## src/rtl/alu32.sv

```systemverilog
// Registered 32-bit integer ALU: one shared adder/subtractor, shifts, logic ops and
// compares feed a single output register stage with an asynchronous active-high clear.
module alu32 (
    input  logic        clk,
    input  logic        rst,
    input  logic [31:0] a,
    input  logic [31:0] b,
    input  logic [3:0]  sel,
    output logic [31:0] out,
    output logic        overflow
);

    typedef enum logic [3:0] {
        OP_ADD   = 4'h0,
        OP_SUB   = 4'h1,
        OP_AND   = 4'h2,
        OP_OR    = 4'h3,
        OP_XOR   = 4'h4,
        OP_NOR   = 4'h5,
        OP_SLL   = 4'h6,
        OP_SRL   = 4'h7,
        OP_SRA   = 4'h8,
        OP_SLT   = 4'h9,
        OP_SLTU  = 4'hA,
        OP_NOT   = 4'hB,
        OP_PASSB = 4'hC
    } alu_op_e;

    logic [31:0] out_d;
    logic [31:0] out_q;
    logic        overflow_d;
    logic        overflow_q;

    logic        use_sub;
    logic [31:0] b_addend;
    logic [32:0] sum_full;
    logic [31:0] sum;
    logic        carry_out;
    logic        ovf_add;
    logic        ovf_sub;
    logic        lt_signed;
    logic        lt_unsigned;
    logic [4:0]  shamt;
    logic [31:0] shl;
    logic [31:0] shr_logic;
    logic [31:0] shr_arith;

    // SUB and both compares share the adder in a + ~b + 1 form.
    always_comb begin
        use_sub = (sel == OP_SUB) || (sel == OP_SLT) || (sel == OP_SLTU);
    end

    always_comb begin
        b_addend  = use_sub ? ~b : b;
        sum_full  = {1'b0, a} + {1'b0, b_addend} + {32'b0, use_sub};
        sum       = sum_full[31:0];
        carry_out = sum_full[32];
    end

    always_comb begin
        ovf_add     = (a[31] == b[31]) && (sum[31] != a[31]);
        ovf_sub     = (a[31] != b[31]) && (sum[31] != a[31]);
        // Differing signs decide the signed compare outright; otherwise the difference cannot overflow.
        lt_signed   = (a[31] != b[31]) ? a[31] : sum[31];
        lt_unsigned = ~carry_out;
    end

    always_comb begin
        shamt     = b[4:0];
        shl       = a << shamt;
        shr_logic = a >> shamt;
        shr_arith = $unsigned($signed(a) >>> shamt);
    end

    always_comb begin
        out_d      = 32'h0;
        overflow_d = 1'b0;
        case (sel)
            OP_ADD: begin
                out_d      = sum;
                overflow_d = ovf_add;
            end
            OP_SUB: begin
                out_d      = sum;
                overflow_d = ovf_sub;
            end
            OP_AND:   out_d = a & b;
            OP_OR:    out_d = a | b;
            OP_XOR:   out_d = a ^ b;
            OP_NOR:   out_d = ~(a | b);
            OP_SLL:   out_d = shl;
            OP_SRL:   out_d = shr_logic;
            OP_SRA:   out_d = shr_arith;
            OP_SLT:   out_d = {31'b0, lt_signed};
            OP_SLTU:  out_d = {31'b0, lt_unsigned};
            OP_NOT:   out_d = ~a;
            OP_PASSB: out_d = b;
            default: begin
                out_d      = 32'h0;
                overflow_d = 1'b0;
            end
        endcase
    end

    always_ff @(posedge clk or posedge rst) begin
        if (rst) begin
            out_q      <= 32'h0;
            overflow_q <= 1'b0;
        end else begin
            out_q      <= out_d;
            overflow_q <= overflow_d;
        end
    end

    assign out      = out_q;
    assign overflow = overflow_q;

endmodule

```

## config.mk

```make
export PLATFORM = sky130hd
export DESIGN_NAME = alu32
export DESIGN_NICKNAME = d
export VERILOG_FILES = /design/src/rtl/alu32.sv
export SDC_FILE = /design/constraint.sdc
export NUM_CORES = 1
export LEC_CHECK = 0
export CAP_MARGIN = 20
export CORE_MARGIN = 10
export CORE_UTILIZATION = 64
export CTS_BUF_LIST = sky130_fd_sc_hd__clkbuf_8 sky130_fd_sc_hd__clkbuf_16
export DETAILED_ROUTE_END_ITERATION = 16
export GPL_TIMING_DRIVEN = 0
export PLACE_DENSITY = 0.95
export SLEW_MARGIN = 10
export SYNTH_ARGS = -nofsm -noshare
export SYNTH_HDL_FRONTEND = slang
export SYNTH_SLANG_ARGS = --single-unit
```

## constraint.sdc

```tcl
create_clock -name clk -period 1.9 [get_ports clk]
set_input_delay 0.38 -clock clk [delete_from_list [all_inputs] [get_ports clk]]
set_output_delay 0.38 -clock clk [all_outputs]
set_load 0.1 [all_outputs]
```

==> impl_metrics.prom, run 1 <==
# TYPE chip_impl_metric gauge
chip_impl_info{name="outcome",value="did not finish"} 1
chip_impl_info{name="failing_step",value="5_1_grt"} 1
chip_impl_info{name="error_line",value="[ERROR GRT-0232] Routing congestion too high. Check the congestion heatmap in the GUI."} 1
chip_impl_metric{name="postCtsHoldBufs",unit=""} 0
chip_impl_metric{name="synthArstFlopShare",unit=""} 1.00
chip_impl_metric{name="cts_max_level",unit=""} 2
chip_impl_info{name="grt_repair_worst_endpoint",value="out[0]$_DFF_PP0_/D"} 1
chip_impl_metric{name="start_util",unit=""} 0.659
chip_impl_metric{name="postSynthNetCount",unit=""} 1373
chip_impl_metric{name="top_level_ports",unit=""} 103
chip_impl_metric{name="gp_routability_congestion",unit=""} 1.46
chip_impl_metric{name="numClockSinks",unit=""} 33
chip_impl_info{name="worstEndpointType",value="register data pin"} 1
chip_impl_metric{name="place.detailed.hpwl",unit="um"} 31600
chip_impl_metric{name="ys_seq_elements",unit=""} 33
chip_impl_metric{name="pin_count_of_the_biggest_net_entering_global_routing",unit=""} 22
chip_impl_metric{name="track_usage",unit=""} 0.698
chip_impl_metric{name="synth_enable_flop_cells",unit=""} 0
chip_impl_info{name="yosys-top-cells-area",value="sky130_fd_sc_hd__ha_1 14%, sky130_fd_sc_hd__dfrtp_1 9.4%, sky130_fd_sc_hd__mux4_2 9.0%"} 1
chip_impl_metric{name="rows",unit=""} 42
chip_impl_info{name="yosys.cell_count.top_type",value="sky130_fd_sc_hd__nor2_1"} 1
chip_impl_metric{name="clock_buffers_created_by_tritoncts",unit=""} 5
chip_impl_info{name="synth_top_cell_by_area",value="sky130_fd_sc_hd__ha_1"} 1
chip_impl_metric{name="synth_seq_area_share",unit=""} 0.0938
chip_impl_metric{name="yosys.area.top_type_share",unit=""} 0.136
chip_impl_metric{name="synthCells",unit=""} 1206
chip_impl_metric{name="yosys_warnings",unit=""} 0
chip_impl_info{name="netlist_top_cells_count",value="154 x sky130_fd_sc_hd__nor2_1, 115 x sky130_fd_sc_hd__a21oi_1, 96 x sky130_fd_sc_hd__ha_1, 94 x sky130_fd_sc_hd__o21ai_0, 87 x sky130_fd_sc_hd__nand2_1"} 1
chip_impl_metric{name="die_width",unit="um"} 137
chip_impl_info{name="synth_flop_cell",value="sky130_fd_sc_hd__dfrtp_1"} 1
chip_impl_info{name="clock_tree.root_cell",value="sky130_fd_sc_hd__clkbuf_16"} 1
chip_impl_metric{name="cts_buffer_depth",unit=""} 2
chip_impl_metric{name="placement.io_buffers",unit=""} 102
chip_impl_metric{name="overflow",unit=""} 77
chip_impl_metric{name="die_h",unit="um"} 137
chip_impl_metric{name="post_dp_cell_area",unit="um^2"} 10400
chip_impl_metric{name="syn_avg_cell_area",unit="um^2"} 7.30
chip_impl_metric{name="synth_cell_types",unit=""} 71
chip_impl_metric{name="post_synth_instance_area",unit="um^2"} 8800
## what timing repair did
item | CTS
pin swaps | 54
buffers inserted | 45
gates resized for setup | 231
endpoints found under the setup margin | 66
## per-layer routing
metal | track usage | overflow
met3 | 0.630 | 3
met5 | 0.313 | 1
met2 | 0.831 | 49
met4 | 0.653 | 21
met1 | 0.676 | 3
## kinds of logic after synthesis
kind of cell | synth area share
muxes | 0.157
xor gates and xnor gates | 0.0547
AOI/OAI and AO/OA | 0.300
adders and majority gates | 0.139
buffers and inverters | 0.0718
DFF | 0.0938
and+or+nand+nor | 0.184
## per-stage QoR
stage	setup TNS (ns)	setup slack, ns	cells	util
floorplan	-27.84	-1.33	1206	-
detailed placement	-70.11	-2.71	1485	0.778
global placement	-66.95	-2.60	1484	0.775
CTS	-36.89	-1.65	1534	0.853
==> inputs of run 2 (changes only) <==
--- a/config.mk
+++ b/config.mk
@@ -7,11 +7,10 @@
 export LEC_CHECK = 0
 export CAP_MARGIN = 20
 export CORE_MARGIN = 10
-export CORE_UTILIZATION = 64
-export CTS_BUF_LIST = sky130_fd_sc_hd__clkbuf_8 sky130_fd_sc_hd__clkbuf_16
+export CORE_UTILIZATION = 40
 export DETAILED_ROUTE_END_ITERATION = 16
 export GPL_TIMING_DRIVEN = 0
-export PLACE_DENSITY = 0.95
+export PLACE_DENSITY_LB_ADDON = 0.15
 export SLEW_MARGIN = 10
 export SYNTH_ARGS = -nofsm -noshare
 export SYNTH_HDL_FRONTEND = slang
==> run 2 against run 1 <==
  * The flow now finishes, with violations (negative setup slack)
  * Synthesized area stayed put
  * Synthesized cell count unchanged
==> impl_metrics.prom, run 2 <==
# TYPE chip_impl_metric gauge
chip_impl_metric{name="crit_required",unit="ns"} 2.08
chip_impl_metric{name="track_usage",unit=""} 0.348
chip_impl_info{name="yosys.cell_count.top_type",value="sky130_fd_sc_hd__nor2_1"} 1
chip_impl_info{name="unrepaired_setup_endpoints_after_global_routing",value="yes"} 1
chip_impl_metric{name="core-area",unit="um^2"} 21800
chip_impl_metric{name="die_h",unit="um"} 168
chip_impl_info{name="layout_common_cells",value="147 x sky130_fd_sc_hd__nor2_1, 100 x sky130_fd_sc_hd__a21oi_1, 87 x sky130_fd_sc_hd__ha_1"} 1
chip_impl_metric{name="synthCells",unit=""} 1206
chip_impl_info{name="final_common_cell",value="sky130_fd_sc_hd__nor2_1"} 1
chip_impl_metric{name="syn_avg_cell_area",unit="um^2"} 7.30
chip_impl_info{name="clock_tree.root_cell",value="sky130_fd_sc_hd__clkbuf_16"} 1
chip_impl_metric{name="largest_register_ffs",unit=""} 32
chip_impl_metric{name="cts_buffer_depth",unit=""} 2
chip_impl_metric{name="crit_path_max_fanout",unit=""} 5
chip_impl_metric{name="postCtsHoldBufs",unit=""} 0
chip_impl_metric{name="layoutNonFillerInstCount",unit=""} 1641
chip_impl_metric{name="static-leakage-power",unit="nW"} 5.09
chip_impl_info{name="yosys-top-cells-area",value="sky130_fd_sc_hd__ha_1 14%, sky130_fd_sc_hd__dfrtp_1 9.4%, sky130_fd_sc_hd__mux4_2 9.0%"} 1
chip_impl_metric{name="p_int",unit="W"} 0.00297
chip_impl_info{name="outcome",value="finished, violations left"} 1
chip_impl_metric{name="slew_limit_fails",unit=""} 0
chip_impl_metric{name="nFillCells",unit=""} 2098
chip_impl_metric{name="timing.critical_path.buf_inv",unit=""} 4
chip_impl_metric{name="detailedRoute.firstPassIterationCount",unit=""} 6
chip_impl_info{name="timing_worst_setup_path_type",value="in2reg"} 1
chip_impl_metric{name="worst-slew-pin-transition",unit="ns"} 0.998
chip_impl_metric{name="hold_viol_final",unit=""} 0
chip_impl_metric{name="synth_seq_area_share",unit=""} 0.0938
chip_impl_metric{name="pin_count_of_the_biggest_net_entering_global_routing",unit=""} 34
chip_impl_metric{name="cp.depth",unit=""} 18
chip_impl_info{name="critical_path.startpoint_type",value="primary input"} 1
chip_impl_metric{name="postSynthNetCount",unit=""} 1373
chip_impl_metric{name="synthArstFlopShare",unit=""} 1.00
chip_impl_metric{name="finalCritPeriodShare",unit=""} 1.91
chip_impl_metric{name="dr.first_iter.drc_count",unit=""} 1540
chip_impl_metric{name="drive_gt1_frac",unit=""} 0.204
chip_impl_metric{name="ys_seq_elements",unit=""} 33
chip_impl_metric{name="worst-endpoint-arrival",unit="ns"} 3.82
chip_impl_metric{name="detail-route-antenna-nets",unit=""} 0
chip_impl_metric{name="worst_case_headroom_to_the_max_slew_limit",unit=""} 0.330
chip_impl_metric{name="antenna_cells_inserted",unit=""} 0
chip_impl_metric{name="die_width",unit="um"} 168
chip_impl_metric{name="placed_cells_incl_taps",unit=""} 1589
chip_impl_metric{name="post_synth_instance_area",unit="um^2"} 8800
chip_impl_metric{name="grt_pass1_wl",unit="um"} 74400
chip_impl_info{name="cp_top_family",value="compound AO/OA/AOI/OAI gates"} 1
chip_impl_metric{name="combinationalPowerShare",unit=""} 0.746
chip_impl_metric{name="overflow",unit=""} 0
chip_impl_metric{name="gp_routability_congestion",unit=""} 1.04
chip_impl_metric{name="cellPowerDensity",unit="nW/um^2"} 550
chip_impl_metric{name="yosys_warnings",unit=""} 0
chip_impl_metric{name="clock_buffers_created_by_tritoncts",unit=""} 5
chip_impl_metric{name="yosys.area.top_type_share",unit=""} 0.136
chip_impl_metric{name="timing.max_cap.violations",unit=""} 0
chip_impl_metric{name="fmax",unit="GHz"} 0.275
chip_impl_info{name="crit_path_cell_trace",value="buf_8 > and2b_2 > a21oi_4 > nor2_4 > buf_12 > buf_12 > xnor2_4 > fa_2 > a21o_4 > a311oi_4 > o211ai_1 > and3_4 > a21oi_4 > nor4_4 > buf_4 > o41ai_4 > mux2i_1 > a211o_1"} 1
chip_impl_metric{name="path_clk_slew",unit="ns"} 0.06
chip_impl_metric{name="grt_pass1_vias",unit=""} 10900
chip_impl_metric{name="final_core_utilization",unit=""} 0.549
chip_impl_metric{name="placement.io_buffers",unit=""} 102
chip_impl_info{name="netlist_top_cells_count",value="154 x sky130_fd_sc_hd__nor2_1, 115 x sky130_fd_sc_hd__a21oi_1, 96 x sky130_fd_sc_hd__ha_1, 94 x sky130_fd_sc_hd__o21ai_0, 87 x sky130_fd_sc_hd__nand2_1"} 1
chip_impl_metric{name="p_sw_frac",unit=""} 0.547
chip_impl_info{name="synth_flop_cell",value="sky130_fd_sc_hd__dfrtp_1"} 1
chip_impl_info{name="timing.critical_path.slowest_stage_cell",value="sky130_fd_sc_hd__fa_2"} 1
chip_impl_metric{name="cts_max_level",unit=""} 2
chip_impl_info{name="tritoncts",value="built"} 1
chip_impl_metric{name="post-route-drc-count",unit=""} 0
chip_impl_info{name="end_kind",value="register"} 1
chip_impl_metric{name="ir_worst_vdd",unit="V"} 0.000446
chip_impl_metric{name="setup_slack",unit="ns"} -1.74
chip_impl_metric{name="rows",unit=""} 54
chip_impl_metric{name="detail_route.wirelength",unit="um"} 51700
chip_impl_metric{name="antenna_violations_before_repair",unit=""} 0
chip_impl_metric{name="synth_cell_types",unit=""} 71
chip_impl_metric{name="fin_setup_tns",unit="ns"} -39.59
chip_impl_metric{name="final_nets",unit=""} 1527
chip_impl_info{name="violations_in_the_final_reports",value="negative setup slack"} 1
chip_impl_metric{name="finalWorstPathRequiredPeriod",unit="ns"} 3.64
chip_impl_metric{name="slowest_delay",unit="ns"} 0.38
chip_impl_metric{name="synth_enable_flop_cells",unit=""} 0
chip_impl_metric{name="start_util",unit=""} 0.405
chip_impl_metric{name="syn2layout_area_growth",unit="%"} 35.7
chip_impl_metric{name="clockPowerShare",unit=""} 0.128
chip_impl_metric{name="place.detailed.hpwl",unit="um"} 39600
chip_impl_metric{name="power_frac_seq",unit=""} 0.126
chip_impl_info{name="synth_top_cell_by_area",value="sky130_fd_sc_hd__ha_1"} 1
chip_impl_metric{name="p_sw",unit="W"} 0.00359
chip_impl_info{name="hold_path.class",value="in2async"} 1
chip_impl_metric{name="route.detailed.wl_per_inst",unit="um"} 31.5
chip_impl_metric{name="top_level_ports",unit=""} 103
chip_impl_metric{name="numClockSinks",unit=""} 33
chip_impl_metric{name="dr_total_vias",unit=""} 11200
chip_impl_metric{name="setup_viol_count_final",unit=""} 33
chip_impl_metric{name="floorplan.die_area",unit="um^2"} 28300
chip_impl_metric{name="routed_via_density",unit=""} 6.84
-- run 2: cell counts after synthesis --
Identical to the previous run, type by type.
-- run 2: path summary, 6_finish.rpt --
kind	startpoint	end	slack (ns)
worst max-delay path	sel[1]	out[30]	-1.74
worst min-delay path	rst	out[9]	0.56
max in group asynchronous	rst	out[29]	0.84
min in group clk	sel[3]	out[0]	0.64
-- run 2: cell type report --
type,count,area (um^2),area share
Clock buffer,6,129,0.0108
Tap cell,280,350,0.0293
Inverter,71,279,0.0234
Clock inverter,2,10.0,0.000838
Timing Repair Buffer,149,1440,0.121
Sequential cell,33,826,0.0691
Buffer,90,727,0.0609
Multi-Input combinational cell,1010,8180,0.685
-- run 2: metal layers --
metal,share of wire,wire [um],vias to the layer above,track usage
li1,-,-,4786,-
met1,0.40,20500,5357,0.451
met2,0.42,21900,901,0.520
met3,0.12,6330,176,0.0936
met4,0.058,3000,0,0.177
met5,0,0,-,0
-- run 2: cell families after synthesis --
kind of cell               Yosys count  share of synthesized area
DFF                                 33                     0.0938
xor gates and xnor gates            55                     0.0547
muxes                               94                      0.157
adders and majority gates           97                      0.139
AOI/OAI and AO/OA                  402                      0.300
buffers and inverters              163                     0.0718
and+or+nand+nor                    362                      0.184
-- run 2: timing repair --
item                       in CTS  in global routing
gates cloned                    1                  0
hold endpoints to repair        0                  0
setup endpoints to repair      66                 34
resized for setup             276                 50
pin swaps                      42                 27
setup buffers                  33                 13
-- run 2: through the flow --
step | area (um^2) | total power, W | hold WS [ns] | setup slack, ns
detailed placement | 10500 | 0.00501 | 0.885 | -2.76
finish | 11900 | 0.00656 | 0.561 | -1.74
global route | 11900 | 0.00682 | 0.606 | -1.80
global placement | 10500 | 0.00501 | 1.12 | -2.78
CTS | 11600 | 0.00622 | 0.576 | -1.67
floorplan | 9100 | 0.00366 | 0.509 | -1.33
-- run 2: power groups by stage --
stage | combinational, W | sequential [W] | clock, W
4_1_cts | 0.00455 | 0.000829 | 0.000840
5_1_grt | 0.00510 | 0.000837 | 0.000878
3_5_place_dp | 0.00416 | 0.000847 | 0
3_3_place_gp | 0.00416 | 0.000845 | 0
6_report | 0.00490 | 0.000827 | 0.000840
2_1_floorplan | 0.00203 | 0.00163 | 0
(Power assumes the default switching activity.)
==> inputs of run 3 (changes only) <==
--- a/config.mk
+++ b/config.mk
@@ -6,6 +6,7 @@
 export NUM_CORES = 1
 export LEC_CHECK = 0
 export CAP_MARGIN = 20
+export CORE_ASPECT_RATIO = 0.7
 export CORE_MARGIN = 10
 export CORE_UTILIZATION = 40
 export DETAILED_ROUTE_END_ITERATION = 16
==> constraint.sdc (replaced) <==
create_clock -name clk -period 4.5 [get_ports clk]
set_input_delay 0.9 -clock clk [delete_from_list [all_inputs] [get_ports clk]]
set_output_delay 0.9 -clock clk [all_outputs]
set_load 0.1 [all_outputs]
==> run 3 against run 2 <==
  * The flow still finishes with violations (negative setup slack)
  * Sequential power down 57%
  * Power decreased by 61%
  * Combinational power down 62%
  * Count of clock-buffer cells in the layout up 1
  * Non-clock buffer count decreased by 26
  * Wire length fell by 2.1%
  * Sequential share of layout area increased by 0.70 points
  * Die area is 0.34% higher
  * First-iteration DRC count rose by 21%
  * Sequential cell count unchanged
  * Worst setup slack improved by 1.7 ns
  * Largest power group unchanged
==> impl_metrics.prom, run 3 (same netlist as run 2, synthesis figures left out) <==
# TYPE chip_impl_metric gauge
chip_impl_info{name="cp_top_family",value="buffers and inverters"} 1
chip_impl_metric{name="timing.critical_path.buf_inv",unit=""} 5
chip_impl_metric{name="routed_via_density",unit=""} 6.96
chip_impl_metric{name="detailedRoute.firstPassIterationCount",unit=""} 8
chip_impl_metric{name="drive_gt1_frac",unit=""} 0.115
chip_impl_metric{name="rows",unit=""} 45
chip_impl_info{name="violations_in_the_final_reports",value="negative setup slack"} 1
chip_impl_metric{name="core-area",unit="um^2"} 21700
chip_impl_metric{name="slowest_delay",unit="ns"} 0.62
chip_impl_metric{name="numClockSinks",unit=""} 33
chip_impl_metric{name="timing.max_cap.violations",unit=""} 0
chip_impl_metric{name="overflow",unit=""} 0
chip_impl_metric{name="placement.io_buffers",unit=""} 102
chip_impl_metric{name="route.detailed.wl_per_inst",unit="um"} 31.3
chip_impl_metric{name="nFillCells",unit=""} 2190
chip_impl_metric{name="setup_viol_count_final",unit=""} 1
chip_impl_info{name="layout_common_cells",value="152 x sky130_fd_sc_hd__nor2_1, 111 x sky130_fd_sc_hd__a21oi_1, 97 x sky130_fd_sc_hd__clkdlybuf4s50_1"} 1
chip_impl_metric{name="worst-endpoint-arrival",unit="ns"} 4.68
chip_impl_metric{name="final_core_utilization",unit=""} 0.500
chip_impl_metric{name="clock_buffers_created_by_tritoncts",unit=""} 5
chip_impl_metric{name="detail_route.wirelength",unit="um"} 50600
chip_impl_metric{name="dr_total_vias",unit=""} 11300
chip_impl_metric{name="crit_required",unit="ns"} 4.68
chip_impl_metric{name="fin_setup_tns",unit="ns"} -0.00278
chip_impl_metric{name="hold_viol_final",unit=""} 0
chip_impl_metric{name="antenna_violations_before_repair",unit=""} 1
chip_impl_metric{name="grt_pass1_vias",unit=""} 10400
chip_impl_metric{name="floorplan.die_area",unit="um^2"} 28400
chip_impl_metric{name="gp_routability_congestion",unit=""} 1.08
chip_impl_metric{name="worst-slew-pin-transition",unit="ns"} 1.19
chip_impl_metric{name="largest_register_ffs",unit=""} 32
chip_impl_metric{name="dp_worst_setup_slack",unit="ns"} -1.72
chip_impl_metric{name="track_usage",unit=""} 0.347
chip_impl_metric{name="die_h",unit="um"} 144
chip_impl_metric{name="finalCritPeriodShare",unit=""} 1.00
chip_impl_metric{name="top_level_ports",unit=""} 103
chip_impl_info{name="clock_tree.root_cell",value="sky130_fd_sc_hd__clkbuf_16"} 1
chip_impl_metric{name="finalWorstPathRequiredPeriod",unit="ns"} 4.50
chip_impl_metric{name="crit_path_max_fanout",unit=""} 10
chip_impl_metric{name="start_util",unit=""} 0.406
chip_impl_metric{name="grt_pass1_wl",unit="um"} 72400
chip_impl_metric{name="dr.first_iter.drc_count",unit=""} 1856
chip_impl_info{name="hold_path.class",value="in2async"} 1
chip_impl_metric{name="fmax",unit="GHz"} 0.222
chip_impl_metric{name="die_width",unit="um"} 197
chip_impl_metric{name="post-route-drc-count",unit=""} 0
chip_impl_metric{name="path_clk_slew",unit="ns"} 0.05
chip_impl_info{name="tritoncts",value="built"} 1
chip_impl_info{name="end_kind",value="register"} 1
chip_impl_metric{name="detail-route-antenna-nets",unit=""} 0
chip_impl_metric{name="cts_max_level",unit=""} 2
chip_impl_info{name="timing_worst_setup_path_type",value="in2reg"} 1
chip_impl_metric{name="cellPowerDensity",unit="nW/um^2"} 239
chip_impl_metric{name="slew_limit_fails",unit=""} 0
chip_impl_metric{name="worst_case_headroom_to_the_max_slew_limit",unit=""} 0.201
chip_impl_metric{name="place.detailed.hpwl",unit="um"} 40600
chip_impl_metric{name="syn2layout_area_growth",unit="%"} 23.2
chip_impl_info{name="critical_path.startpoint_type",value="primary input"} 1
chip_impl_metric{name="ir_worst_vdd",unit="V"} 0.000145
chip_impl_metric{name="final_nets",unit=""} 1501
chip_impl_metric{name="setup_slack",unit="ns"} -0.00278
chip_impl_metric{name="postCtsHoldBufs",unit=""} 0
chip_impl_metric{name="static-leakage-power",unit="nW"} 4.52
chip_impl_info{name="timing.critical_path.slowest_stage_cell",value="sky130_fd_sc_hd__clkbuf_1"} 1
chip_impl_info{name="outcome",value="finished, violations left"} 1
chip_impl_metric{name="pin_count_of_the_biggest_net_entering_global_routing",unit=""} 34
chip_impl_info{name="crit_path_cell_trace",value="dlygate4sd2_1 > buf_2 > buf_1 > clkbuf_1 > clkbuf_2 > nor2_1 > a21oi_1 > a31oi_2 > o221ai_1"} 1
chip_impl_metric{name="cts_buffer_depth",unit=""} 2
chip_impl_info{name="final_common_cell",value="sky130_fd_sc_hd__nor2_1"} 1
## run 3: changes by cell type in the layout (fill, tap and decap cells not counted), sizes merged
cell,before,now
clkdlybuf4s50,40,97
dlygate4sd2,50,3
buf,84,51
clkbuf,63,67
clkdlybuf4s15,4,0
clkinv,3,0
dlymetal6s2s,4,2
clkinvlp,0,1
diode,0,1
## run 3: layout make-up
cell class                 instances  area, um^2  share of cell area
timing repair buffer             128        1230               0.113
tap                              282         353              0.0326
buffer                            85         428              0.0395
antenna                            1        2.50            0.000231
sequential                        33         826              0.0762
multi-input combinational       1010        7580               0.699
inverter                          71         280              0.0259
clock buffer                       7         143              0.0132
## run 3: timing repair
| item | in CTS | in global routing |
|---|---|---|
| setup endpoints to repair | 29 | 22 |
| setup buffers | 13 | 13 |
| gates resized for setup | 79 | 32 |
| pin swaps | 22 | 11 |
| endpoints found under the hold margin | 0 | 0 |
## run 3: path summary, 6_finish.rpt
path                       slack [ns]    from  cells past startpoint  endpoint
min                              1.06     rst                      2    out[8]
min in group clk                 1.35  sel[0]                      4    out[0]
max                            -0.003    b[2]                      9    out[7]
max in group asynchronous        2.97     rst                      2   out[28]
## run 3: through the flow
stage	instances	power, W	hold slack, ns	cell area, um^2
after global placement	1590	0.00206	1.64	10200
after floorplan	1206	0.00149	1.03	8800
after global routing	1616	0.00269	1.14	10800
after detailed placement	1590	0.00205	1.40	10200
after CTS	1604	0.00250	1.09	10600
final	1617	0.00259	1.06	10800
## run 3: metal layers
layer / routed length [um] / global-route usage
met1: 21600 / 0.495
met5: 53 / 0.0148
met4: 1340 / 0.0912
met3: 7790 / 0.123
met2: 19800 / 0.477
## run 3: where the power goes
group	switching, W	internal, W	total, W
Combinational	0.00126	0.000612	0.00187
Sequential	0.0000110	0.000341	0.000352
Clock	0.000145	0.000218	0.000362
Total	0.00142	0.00117	0.00259
